**config.mk**
```make
export PLATFORM = sky130hd
export DESIGN_NAME = imem_fetch
export DESIGN_NICKNAME = d
export VERILOG_FILES = /design/src/rtl/imem_fetch.sv
export SDC_FILE = /design/constraint.sdc
export NUM_CORES = 1
export LEC_CHECK = 0
export ABC_CLOCK_PERIOD_IN_PS = 2150
export CORE_ASPECT_RATIO = 0.6
export CORE_MARGIN = 5
export CORE_UTILIZATION = 40
export CTS_BUF_LIST = sky130_fd_sc_hd__clkbuf_2 sky130_fd_sc_hd__clkbuf_4 sky130_fd_sc_hd__clkbuf_8
export DETAILED_ROUTE_END_ITERATION = 6
export SLEW_MARGIN = 20
export SYNTH_ARGS = -nofsm -noshare
export SYNTH_HDL_FRONTEND = slang
export SYNTH_SLANG_ARGS = --single-unit
```
**constraint.sdc**
```tcl
create_clock -name clk -period 2.15 [get_ports clk]
set_input_delay 0.215 -clock clk [delete_from_list [all_inputs] [get_ports clk]]
set_output_delay 0.215 -clock clk [all_outputs]
set_load 0.1 [all_outputs]
```
**src/rtl/imem_fetch.sv**
```systemverilog
// Instruction memory with a valid/ready fetch port, a program-load write port
// and a flush that discards a held response on a pipeline redirect.
module imem_fetch #(
    parameter int DATA_W = 32,
    parameter int ADDR_W = 5,
    parameter int DEPTH  = 32
) (
    input  logic              clk,
    input  logic              rst,
    input  logic              req_valid,
    input  logic [ADDR_W-1:0] req_addr,
    output logic              req_ready,
    output logic              resp_valid,
    output logic [DATA_W-1:0] resp_data,
    output logic              resp_err,
    input  logic              resp_ready,
    input  logic              flush,
    input  logic              load_en,
    input  logic [ADDR_W-1:0] load_addr,
    input  logic [DATA_W-1:0] load_data
);

    // Handshake: a request transfers on an edge where req_valid && req_ready;
    // a response transfers on an edge where resp_valid && resp_ready. flush
    // drops a held response. A new request is taken only when the slot is
    // free or being vacated on the same edge, and never while loading.

    localparam logic [ADDR_W:0] DEPTH_W = (ADDR_W + 1)'(DEPTH);

    logic [DATA_W-1:0] mem [DEPTH];

    logic              resp_valid_q, resp_valid_d;
    logic [DATA_W-1:0] resp_data_q, resp_data_d;
    logic              resp_err_q, resp_err_d;
    logic              accept;
    logic              req_in_range;
    logic              load_in_range;

    assign req_in_range  = ({1'b0, req_addr} < DEPTH_W);
    assign load_in_range = ({1'b0, load_addr} < DEPTH_W);

    assign req_ready = !load_en && (!resp_valid_q || resp_ready || flush);
    assign accept    = req_valid && req_ready;

    // Storage is not reset so a program survives a mid-stream reset.
    always_ff @(posedge clk) begin
        if (load_en && load_in_range) begin
            mem[load_addr] <= load_data;
        end
    end

    always_comb begin
        resp_valid_d = resp_valid_q;
        resp_data_d  = resp_data_q;
        resp_err_d   = resp_err_q;
        if (accept) begin
            resp_valid_d = 1'b1;
            if (req_in_range) begin
                resp_data_d = mem[req_addr];
                resp_err_d  = 1'b0;
            end else begin
                resp_data_d = '0;
                resp_err_d  = 1'b1;
            end
        end else if (resp_valid_q && (resp_ready || flush)) begin
            resp_valid_d = 1'b0;
            resp_data_d  = '0;
            resp_err_d   = 1'b0;
        end
    end

    always_ff @(posedge clk or posedge rst) begin
        if (rst) begin
            resp_valid_q <= 1'b0;
            resp_data_q  <= '0;
            resp_err_q   <= 1'b0;
        end else begin
            resp_valid_q <= resp_valid_d;
            resp_data_q  <= resp_data_d;
            resp_err_q   <= resp_err_d;
        end
    end

    assign resp_valid = resp_valid_q;
    assign resp_data  = resp_data_q;
    assign resp_err   = resp_err_q;

endmodule

```
**Word-level counts from Yosys, hierarchy flattened**

Memories as Yosys holds them, arrays and structs flattened.
Cells that the tools add are included.

- Multiplexer cells: 7
- Reductions and logical operators: 9

Operators with widths:

| kind | number |
|---|---|
| two-way mux 32 bit | 2 |
| two-way mux 1 bit | 5 |
| logical AND 1 bit | 3 |
| logical OR 1 bit | 3 |
| zero test 1 bit | 2 |
| nonzero test 2 bit | 1 |

- Flip-flop bits (word level): 34
- Memory bits (writable): 1024
- Output and inout bits: 35
- Word-level logic and storage cells: 20
- Memories kept: 1

Memories:

| name | words | width | read ports | clocked after Yosys merged registers in | wr ports | RTL line | source |
|---|---|---|---|---|---|---|---|
| mem | 32 | 32 | 1 | 0 | 1 | 30 | `logic [DATA_W-1:0] mem [DEPTH];` |

**Longest topological paths before layout**

Gate-level depths: netlist of run 1.

- Word-level depth: 6
- Mapped depth: 9

**Least setup slack after synthesis of run 1**

No wires, ideal clock.

- Kind: input -> register
- Start point: input port load_addr[1]
- End point: memory mem[12][0] (enable)
- Library setup time: 421 ps
- Arrival: 2228 ps
- Required time: 1729 ps
- Path slack: -499 ps
- Stages on the path: 3
- Path buffers: 1
- Cell sequence: or3b_2 clkbuf_1 nor2_1

RTL lines:

| item | RTL line | source |
|---|---|---|
| start, declared | 19 | `input logic [ADDR_W-1:0] load_addr,` |
| end, declared | 30 |  |

Straight into the memory's write port.

**Final worst setup path of run 1**

- Start point: register resp_valid_q, in the netlist resp_valid
- End point: register resp_data_q[15], in the netlist resp_data[15]

- Word-level cells in the longest chain between the ends: 6
- Elaborated cells between the ends (all ways): 8

RTL lines:

| item | RTL line | source |
|---|---|---|
| start, declared | 32 | `logic resp_valid_q, resp_valid_d;` |
| start signal, assigned | 78 | `resp_valid_q <= resp_valid_d;` |
| zero test 1 bit | 42 | `assign req_ready = !load_en && (!resp_valid_q \|\| resp_ready \|\| flush);` |
| logical OR 1 bit (2 in series) | 42 |  |
| logical AND 1 bit | 42 |  |
| logical AND 1 bit | 43 | `assign accept = req_valid && req_ready;` |
| two-way mux 32 bit or nonzero test 2 bit (tied branches) | -- |  |
| end signal, assigned | 79 | `resp_data_q <= resp_data_d;` |
| end, declared | 33 | `logic [DATA_W-1:0] resp_data_q, resp_data_d;` |

Parallel ways exist; a longest one is shown, timed or not.
A chain may end at the register's enable or synchronous reset.

==> results of run 1 <==
[cells in the final DEF (no fill, tap or decap), types with 10 or more instances in the layout]
| cell | instances |
|---|---|
| dfrtp_1 | 33 |
| a211oi_1 | 25 |
| clkbuf_8 | 163 |
| mux2_2 | 10 |
| a21oi_1 | 38 |
| a22o_1 | 32 |
| edfxtp_1 | 1024 |
| a22oi_1 | 93 |
| a221oi_1 | 10 |
| nand2_1 | 72 |
| mux2i_1 | 306 |
| nor2_4 | 33 |
| o211ai_1 | 17 |
| buf_12 | 96 |
| clkdlybuf4s50_1 | 42 |
| mux4_2 | 128 |
| clkinv_2 | 12 |
| buf_4 | 157 |
| nand3_1 | 16 |
| clkinv_1 | 23 |
| clkbuf_4 | 53 |
| nand4_1 | 17 |
[layer usage]
layer / up-vias / wire [um] / GRT usage
met5: - / 0 / 0
met4: 0 / 2400 / 0.0533
met1: 11305 / 50100 / 0.300
met2: 966 / 49100 / 0.300
met3: 151 / 11000 / 0.0673
li1: 8979 / - / -
[flip-flops by register name, summed over array words and instances (netlist names)]
signal	flops
mem	1024
resp_valid	1
resp_data	32
[cells by family (layout without fill, tap and decap cells)]
kind of cell | count (synthesis) | after routing | synth area share
DFF | 1057 | 1057 | 0.776
muxes | 444 | 444 | 0.149
AOI/OAI and AO/OA | 230 | 230 | 0.0412
and+or+nand+nor | 164 | 164 | 0.0185
buffers and inverters | 117 | 569 | 0.0153
other | 1 | 1 | 0.0000922
[report_power, final]
part	total, mW	leakage (nW)	switching (mW)	internal (mW)
Sequential	23.1	9.65	0.212	22.9
Combinational	3.50	5.18	2.34	1.17
Clock	16.3	1.61	7.62	8.64
Total	42.9	16.4	10.2	32.7
[tightest hold or removal path, stage by stage]
cell     delay (ns)
buf_2          0.20
buf_12         0.21
nand3_1        0.08
a22o_1         0.11
[cell usage after synthesis (2+ instances only)]
cell | number | area [um2]
nand3b_1 | 5 | 37.5
nor2_1 | 35 | 131
mux4_2 | 128 | 2880
edfxtp_1 | 1024 | 30700
or3b_2 | 3 | 26.3
nand3_1 | 16 | 80.1
nor2b_1 | 9 | 56.3
a21oi_1 | 39 | 195
buf_1 | 5 | 18.8
buf_2 | 54 | 270
buf_4 | 21 | 158
nand2_1 | 73 | 274
a41oi_1 | 5 | 43.8
mux2_2 | 10 | 113
o211ai_1 | 17 | 128
dfrtp_1 | 33 | 826
o41ai_1 | 3 | 26.3
a22oi_1 | 93 | 698
a22o_1 | 32 | 280
o21ai_0 | 5 | 25.0
a221oi_1 | 10 | 87.6
a211oi_1 | 25 | 188
clkbuf_1 | 31 | 116
nand2b_1 | 2 | 12.5
nand4_1 | 17 | 106
buf_6 | 5 | 56.3
mux2i_1 | 306 | 3060
[final cells by class]
class,instances,share of cell area
inverter,1,0.0000772
tap,1334,0.0343
timing repair buffer,299,0.0733
clock buffer,216,0.0543
multi-input combinational,839,0.180
sequential,1057,0.649
clock inverter,53,0.00874
[through the flow]
stage	setup WS, ns	setup TNS (ns)	area (um2)	hold slack [ns]	utilization
floorplan	-0.499	-243.40	40700	0.314	-
global placement	-0.200	-0.514	45600	0.500	0.453
detailed placement	-0.190	-0.436	45600	0.513	0.453
CTS	0.0712	0	48700	0.00520	0.483
global route	0.0662	0	48700	0.0404	0.483
finish	0.144	0	48700	0.0785	0.483
[final timing paths]
check,slack (ns),cells after the start,to,start
max in group asynchronous,1.47,4,resp_data[7],rst
max reg2reg,0.14,5,resp_data[15],resp_valid
min,0.08,4,resp_data[2],req_addr[4]
min reg2reg,0.53,2,resp_data[10],resp_data[10]
max,0.14,5,resp_data[15],resp_valid
min in group asynchronous,0.34,4,resp_data[18],rst
==> run summary, run 1 <==
Status: finished clean
Distinct cell type count after synthesis: 34
Drt wl/cell: 29.6 um
Vias in the first global route: 21957
FMAX: 499 MHz
Die area: 0.108 mm2
Critical Path RT: 2.86 ns
Max Cap Viol: 0
Global-route wire length before repair: 160000 um
Antenna cells: 0
CTS Buf Count: 148
Main synth FF type: edfxtp_1
Setup bufs post-CTS: 0
Post-Syn Nets: 2061
Via count: 21401
Initial DRC count: 2515
Largest stage delay on the critical path: 0.57 ns
Final WL: 113000 um
Worst skew pair latency: 0.81 ns
Core box area: 0.101 mm2
Crit. End Element: register
#FFs+latches synth: 1057
GR Overflow Total: 0
ANT nets after route: 0
Setup Viol. Count Final: 0
Fraction of layout cells with a size suffix above 1: 0.277
PD cells: 881 mW/mm2
Port-buffer cells: 81
Hold Vio Cnt, Final: 0
Final min period: 2.01 ns
Post-DR vias/cell: 5.63
Max VDD drop: 0.000679 V
Slew headroom: 0.445
Final slew viol count: 0
Syn. warnings: 0
H-tree levels: 4
Die X: 422 um
Hold crit path type: input pin to register
Dpl cells: 3529
TritonCTS clock tree: yes
Register cell area after layout: 0.0316 mm2
Mapped Area: 0.0407 mm2
Drt first pass iters: 7
Kind of start point of the critical path: register
Delay-heaviest family, CP: compound AO/OA/AOI/OAI gates
# fillers: 8273
# rows: 90
Detail Placement HPWL: 70300 um
Crit path max fanout: 19
Final Skew: 0.0418 ns
Leakage: 16.4 nW
Initial antenna violation count: 1
Overall Global Routing Usage: 0.206
Post-synthesis sequential area ratio: 0.776
Initial Util: 0.404
Area of the multi-input gates: 0.00877 mm2
Fin nets: 2394
Worst path bufs/invs: 1
Crit Path Class: register to register
EDFF count, synth: 1024
Post-CTS resize count: 0
CTS max path bufs: 3
Worst Tran Pin Value: 0.832 ns
Synth async-reset ratio: 0.0312
CP max-delay cell: a211oi_1
Clock sink total: 1057
Layout Cells excl Fill: 3799
Synth Instances: 2013
Clock root buffer: clkbuf_8
Clock-pin slew on the worst setup and hold paths: 0.07 ns
IO Pins: 83
Crit-path cells: nand2_1, nand2_2, buf_12, a211oi_1, a22o_1
Post-route clock period utilization: 0.933
Hold bufs inserted after CTS: 1
Die height: 257 um
Residual DRC: 0
P&R area growth vs syn: 19.6%
GP Congestion: 0.820
Mapped Avg Cell Area: 20.2 um2
Largest net degree at the start of global routing: 34
Data arrival, critical path: 2.71 ns
Total Power: 42.9 mW
RSZ-0062 raised after global routing: false
Power figures use the tool's default switching activity.
==> run 2, diff against run 1 <==
CTS_CLUSTER_DIAMETER = 100   (was default)
SLEW_MARGIN = 30   (was 20)
==> results of run 2 <==
The final DEF is identical to that of run 1; final timing and power are the same.
